[src/rtl/mem_lsu_stage.sv]
// MEM stage with load/store unit: forwards ALU results, runs byte/half/word
// loads and stores against a req/ack data memory, stalls upstream while an
// access is outstanding and registers the result toward WB.
module mem_lsu_stage #(
    parameter int ADDR_W   = 32,
    parameter int REG_AW   = 5,
    parameter int MAX_WAIT = 16
) (
    input  logic              clk,
    input  logic              rst,
    input  logic              in_valid_i,
    input  logic [REG_AW-1:0] wd_i,
    input  logic              wreg_i,
    input  logic [31:0]       wdata_i,
    input  logic [3:0]        mem_op_i,
    input  logic [ADDR_W-1:0] mem_addr_i,
    input  logic [31:0]       mem_sdata_i,
    output logic              stall_o,
    output logic              dm_req_o,
    output logic              dm_we_o,
    output logic [ADDR_W-1:0] dm_addr_o,
    output logic [3:0]        dm_be_o,
    output logic [31:0]       dm_wdata_o,
    input  logic              dm_ack_i,
    input  logic [31:0]       dm_rdata_i,
    output logic              wb_valid_o,
    output logic [REG_AW-1:0] wd_o,
    output logic              wreg_o,
    output logic [31:0]       wdata_o,
    output logic              misalign_o,
    output logic              err_o
);
    localparam logic S_IDLE = 1'b0;
    localparam logic S_REQ  = 1'b1;

    localparam logic [3:0] OP_LB = 4'd1, OP_LBU = 4'd2, OP_LH = 4'd3, OP_LHU = 4'd4,
                           OP_LW = 4'd5, OP_SB  = 4'd6, OP_SH = 4'd7, OP_SW  = 4'd8;

    localparam int CNT_W = $clog2(MAX_WAIT + 2);
    localparam logic [CNT_W-1:0] CNT_LAST = CNT_W'((MAX_WAIT == 0) ? 0 : MAX_WAIT - 1);

    logic              r_state;
    logic [CNT_W-1:0]  r_cnt;
    logic [3:0]        r_op;
    logic [REG_AW-1:0] r_wd;
    logic              r_wreg;
    logic [ADDR_W-1:0] r_addr;
    logic [31:0]       r_sdata;

    logic w_in_byte, w_in_half, w_in_word, w_in_mem, w_in_misal;
    logic w_ld, w_timeout;
    logic [31:0] w_shift, w_ld_data;

    // Decode the incoming op: access size and alignment.
    always_comb begin
        w_in_byte  = (mem_op_i == OP_LB) || (mem_op_i == OP_LBU) || (mem_op_i == OP_SB);
        w_in_half  = (mem_op_i == OP_LH) || (mem_op_i == OP_LHU) || (mem_op_i == OP_SH);
        w_in_word  = (mem_op_i == OP_LW) || (mem_op_i == OP_SW);
        w_in_mem   = w_in_byte || w_in_half || w_in_word;
        w_in_misal = (w_in_half && mem_addr_i[0]) || (w_in_word && (mem_addr_i[1:0] != 2'b00));
    end

    // Memory-side request driven purely from the latched access.
    always_comb begin
        dm_req_o   = (r_state == S_REQ);
        dm_we_o    = (r_op == OP_SB) || (r_op == OP_SH) || (r_op == OP_SW);
        dm_addr_o  = {r_addr[ADDR_W-1:2], 2'b00};
        dm_be_o    = 4'b1111;
        dm_wdata_o = r_sdata;
        case (r_op)
            OP_LB, OP_LBU, OP_SB: begin
                dm_be_o    = 4'b0001 << r_addr[1:0];
                dm_wdata_o = {4{r_sdata[7:0]}};
            end
            OP_LH, OP_LHU, OP_SH: begin
                dm_be_o    = r_addr[1] ? 4'b1100 : 4'b0011;
                dm_wdata_o = {2{r_sdata[15:0]}};
            end
            default: ;
        endcase
    end

    // Lane selection and sign/zero extension of returned load data.
    always_comb begin
        w_ld      = (r_op >= OP_LB) && (r_op <= OP_LW);
        w_shift   = dm_rdata_i >> {r_addr[1:0], 3'b000};
        w_ld_data = dm_rdata_i;
        case (r_op)
            OP_LB:   w_ld_data = {{24{w_shift[7]}}, w_shift[7:0]};
            OP_LBU:  w_ld_data = {24'd0, w_shift[7:0]};
            OP_LH:   w_ld_data = {{16{w_shift[15]}}, w_shift[15:0]};
            OP_LHU:  w_ld_data = {16'd0, w_shift[15:0]};
            default: ;
        endcase
    end

    // Abort when this REQ cycle is the MAX_WAIT-th without ack; ack wins.
    always_comb begin
        w_timeout = (MAX_WAIT != 0) && (r_state == S_REQ) && !dm_ack_i && (r_cnt == CNT_LAST);
        if (r_state == S_IDLE)
            stall_o = in_valid_i && w_in_mem && !w_in_misal;
        else
            stall_o = !dm_ack_i && !w_timeout;
    end

    // FSM, wait counter, latched access and MEM/WB register.
    always_ff @(posedge clk) begin
        if (rst) begin
            r_state    <= S_IDLE;
            r_cnt      <= '0;
            r_op       <= '0;
            r_wd       <= '0;
            r_wreg     <= 1'b0;
            r_addr     <= '0;
            r_sdata    <= '0;
            wb_valid_o <= 1'b0;
            wd_o       <= '0;
            wreg_o     <= 1'b0;
            wdata_o    <= '0;
            misalign_o <= 1'b0;
            err_o      <= 1'b0;
        end else begin
            misalign_o <= 1'b0;
            err_o      <= 1'b0;
            if (r_state == S_IDLE) begin
                r_cnt <= '0;
                if (!in_valid_i) begin
                    wb_valid_o <= 1'b0;
                    wreg_o     <= 1'b0;
                end else if (!w_in_mem || w_in_misal) begin
                    wb_valid_o <= 1'b1;
                    wd_o       <= wd_i;
                    wreg_o     <= wreg_i && !w_in_mem;
                    wdata_o    <= wdata_i;
                    misalign_o <= w_in_mem;
                end else begin
                    r_state    <= S_REQ;
                    r_op       <= mem_op_i;
                    r_wd       <= wd_i;
                    r_wreg     <= wreg_i;
                    r_addr     <= mem_addr_i;
                    r_sdata    <= mem_sdata_i;
                    wb_valid_o <= 1'b0;
                    wreg_o     <= 1'b0;
                end
            end else begin
                if (dm_ack_i || w_timeout) begin
                    r_state    <= S_IDLE;
                    r_cnt      <= '0;
                    wb_valid_o <= 1'b1;
                    wd_o       <= r_wd;
                    wreg_o     <= dm_ack_i && w_ld && r_wreg;
                    wdata_o    <= (dm_ack_i && w_ld) ? w_ld_data : 32'd0;
                    err_o      <= !dm_ack_i;
                end else begin
                    r_cnt      <= r_cnt + 1'b1;
                    wb_valid_o <= 1'b0;
                    wreg_o     <= 1'b0;
                end
            end
        end
    end
endmodule

[config.mk]
export PLATFORM = sky130hd
export DESIGN_NAME = mem_lsu_stage
export DESIGN_NICKNAME = d
export VERILOG_FILES = /design/src/rtl/mem_lsu_stage.sv
export SDC_FILE = /design/constraint.sdc
export NUM_CORES = 1
export LEC_CHECK = 0
export BUFFER_PORTS_ARGS = -buffer_cell sky130_fd_sc_hd__buf_4
export CAP_MARGIN = 10
export CORE_ASPECT_RATIO = 1.25
export CORE_UTILIZATION = 52
export DETAILED_ROUTE_END_ITERATION = 7
export HOLD_SLACK_MARGIN = 0.05
export PLACE_DENSITY = 0.84
export SYNTH_ARGS = -nofsm -noshare
export SYNTH_HDL_FRONTEND = slang
export SYNTH_SLANG_ARGS = --single-unit
[constraint.sdc]
create_clock -name clk -period 3 [get_ports clk]
set_input_delay 0.3 -clock clk [delete_from_list [all_inputs] [get_ports clk]]
set_output_delay 0.3 -clock clk [all_outputs]
set_load 0.05 [all_outputs]
==> impl_results.md <==
* Worst path bufs/invs at 3
* CP arrival at 2100 ps
* Fin crit period at 2396 ps
* Final Wtd Congestion at 0.8831
* Post-synth EDFFs at 0
* Die Y at 120.9 um
* Hold_buf cts at 0
* Synth Warn # at 0
* Final core utilization at 74.17%
* Launch point of the worst reg-to-reg path: r_op[2]
* Clk sink count at approximately 120
* Delay-heaviest family, CP: flip-flops
* RSZ-0062 raised after global routing: false
* First-pass GRT wire length at 26.75 mm
* First-pass iteration count of the detailed router at 5
* Sequential Area at 0.002422 mm2
* DP Wirelength at around 13 mm
* Initial Util at 53.10%
* Pwr/cell area at 640.3 mW/mm2
* Status: finished clean
* Post-Route WL at 17.51 mm
* Share of cells above drive strength 1 at ~37%
* Wire per inst at around 18 um
* Worst-Margin Slew at 716.2 ps
* Hold Crit Start: mem_addr_i[16]
* Fill cells at ~800
* Final period utilization at 79.87%
* Post-synth ARST share at 0%
* Vias in the first global route at 5395
* Initial antenna violation count at 0
* Clk root buf: clkbuf_16
* CP max stage cell: dfxtp_1
* CP peak stage delay at 560 ps
* Post-synthesis sequential area ratio at around 41%
* Num CTS Buffers at 17
* Die ar. at 0.01175 mm2
* Port buffer count at 251
* Rel. slew slack at 52.25%
* Antenna Violating Nets Remaining at 0
* Clk_lat worst skew at 410 ps
* Vias/cell at 5.653
* Mean Syn Cell Area at 8.986 um2
* CP startpoint: r_op[2]
* Bufs on Longest Clock Path at 2
* Top-area cell type share of the netlist area at 41.16%
* Largest area contributor in the netlist: dfxtp_1
* Placed cells at between 900 and 1000
* Post-CTS setup buffer count at 0
* Core Rows at 43
* Critical Path Stages at 7
* Max IR drop VDD at 0.0004512 V
* Final Skew at 7.133 ps
* Die width at 97.16 um
* I/O pin count at 254
* Largest cells by area after synthesis: dfxtp_1, mux2i_1, nor2_1
* GR Overflow Total at 0
* Setup TNS at 0 ps
* Finished Layout Cells at approximately 1000
* Startpoint type of the worst setup path: flop
* Diodes inserted at 0
* Worst hold stages at 3
* Library cells used by synthesis at 46
* Critical Setup Path Class: flop to primary output
* Area of the multi-input gates at 0.002904 mm2
* Largest net degree at the start of global routing at 76
* Core area at approximately 0.011 mm2
* Nature of the critical path endpoint: primary output
* Reg clk slew, reported paths at 60 ps
* GRT Total Usage at between 20% and 30%
* Synth Cell Area at between 0.005 and 0.006 mm2
* Flops & latches, synth at 121
* Nets at 995
* Finish-stage setup viols at 0
* R2R depth at 5
* CP Max Fanout at 16
* H-Tree Depth at 4
* HP Class: input port to flop
* Achievable Freq at 417.4 MHz
* Hold_ws at 126.2 ps
* CP cell instances: nor2_1 > mux2i_1 > nor2_1 > buf_4 > a222oi_1 > inv_1 > buf_4
* Layout area overhead at 39.67%
* Final Max Tran Viols at 0
* Final Hold Fails at 0
* Detailed router's first-iteration violation count at 277
* Mapped Cells at 655
* Drc violations at 0
* WP data required at around 2700 ps
* Via count at approximately 5600
* Leakage power at between 3 and 4 nW
* Top_reg_cell synth: dfxtp_1
* TritonCTS clock tree: done
* Cts repair resizes at 0
* Number of max-cap violations at 0
-- kinds of logic after synthesis --
kind of cell	synth area share, %
xor gates and xnor gates	0.5953
AOI/OAI and AO/OA	15.26
and+or+nand+nor	14.29
DFF	41.16
muxes	18.24
other	0.06371
adders and majority gates	0.4251
buffers and inverters	9.970
-- per-layer routing --
layer	track usage, %	vias up	routed length (um)
met1	31.60	2625	6735
met4	14.18	0	610
met5	0	-	0
li1	-	2685	-
met2	50.31	287	8803
met3	8.871	50	1359
-- metrics by stage --
| stage | setup slack (ps) | total power [mW] | area [um2] |
|---|---|---|---|
| after floorplan | 802.7 | 2.682 | 5889 |
| after global placement | 783.1 | 3.067 | 7582 |
| after detailed placement | 691.2 | 3.100 | 7582 |
| after CTS | 580.6 | 5.296 | 8220 |
| after global routing | 407.3 | 5.450 | 8220 |
| final | 604.0 | 5.264 | 8220 |
-- cell usage in the layout (no fill, tap or decap), drive strengths merged, types with 2 or more instances in the layout --
| cell | n |
|---|---|
| buf | 266 |
| nor2 | 137 |
| dfxtp | 121 |
| mux2i | 87 |
| nand2 | 39 |
| a311oi | 30 |
| inv | 19 |
| clkbuf | 17 |
| mux2 | 16 |
| o211ai | 16 |
| o221ai | 15 |
| o21ai | 12 |
| a21oi | 8 |
| a222oi | 8 |
| a211oi | 8 |
| nor3 | 6 |
| nor2b | 5 |
| nand2b | 4 |
| a21boi | 4 |
| bufinv | 4 |
| clkinv | 4 |
| xor2 | 3 |
| o21bai | 3 |
| nand3 | 3 |
| nor3b | 3 |
| a21o | 2 |
| or3 | 2 |
| a32oi | 2 |
| ha | 2 |
| conb | 2 |
| clkinvlp | 2 |
-- state kept, by name, indices dropped and copies added (netlist names) --
name	cells
dm_req_o	1
err_o	1
misalign_o	1
r_addr	32
r_cnt	5
r_op	4
r_sdata	32
r_wd	5
r_wreg	1
wb_valid_o	1
wd_o	5
wdata_o	32
wreg_o	1
-- power breakdown --
group	switching [mW]	leakage [nW]	internal, mW	total (mW)
Sequential	0.0824	0.990	1.72	1.80
Clock	0.783	0.307	1.41	2.19
Combinational	0.805	2.32	0.466	1.27
-- synth_stat cells, types with 2 or more instances --
master,instances
mux2i_1,87
nor2b_1,5
nor3_1,6
buf_4,45
nand3_1,3
a211oi_1,8
xor2_1,3
ha_1,2
a222oi_1,8
inv_1,14
o21bai_1,3
clkbuf_1,33
dfxtp_1,121
o211ai_1,16
or3_1,2
a32oi_1,2
a21boi_0,4
o221ai_1,15
nor2_1,136
a21oi_1,8
a21o_1,2
a311oi_1,30
buf_2,10
mux2_2,16
buf_6,2
nand2_1,39
nor3b_1,2
o21ai_0,12
nand2b_1,4
-- final cells by class --
type	instances	share of cell area [%]
sequential	121	29.47
inverter	14	0.6393
clock buffer	17	5.175
clock inverter	15	2.588
tap	135	2.055
multi-input combinational	431	35.33
timing repair buffer	266	24.75
-- worst register-to-register path: stages (launching register included) --
cell and delay [ps]:
dfxtp_1 560, nor3_1 190, or3_1 560, nor2_2 380
o221ai_1 250, a311oi_1 310
-- worst paths after layout --
check,to,slack [ps]
max,dm_wdata_o[26],600
min,r_addr[16],130
max reg2reg,wdata_o[0],660
min reg2reg,r_cnt[0],460
Power figures use the tool's default switching activity.
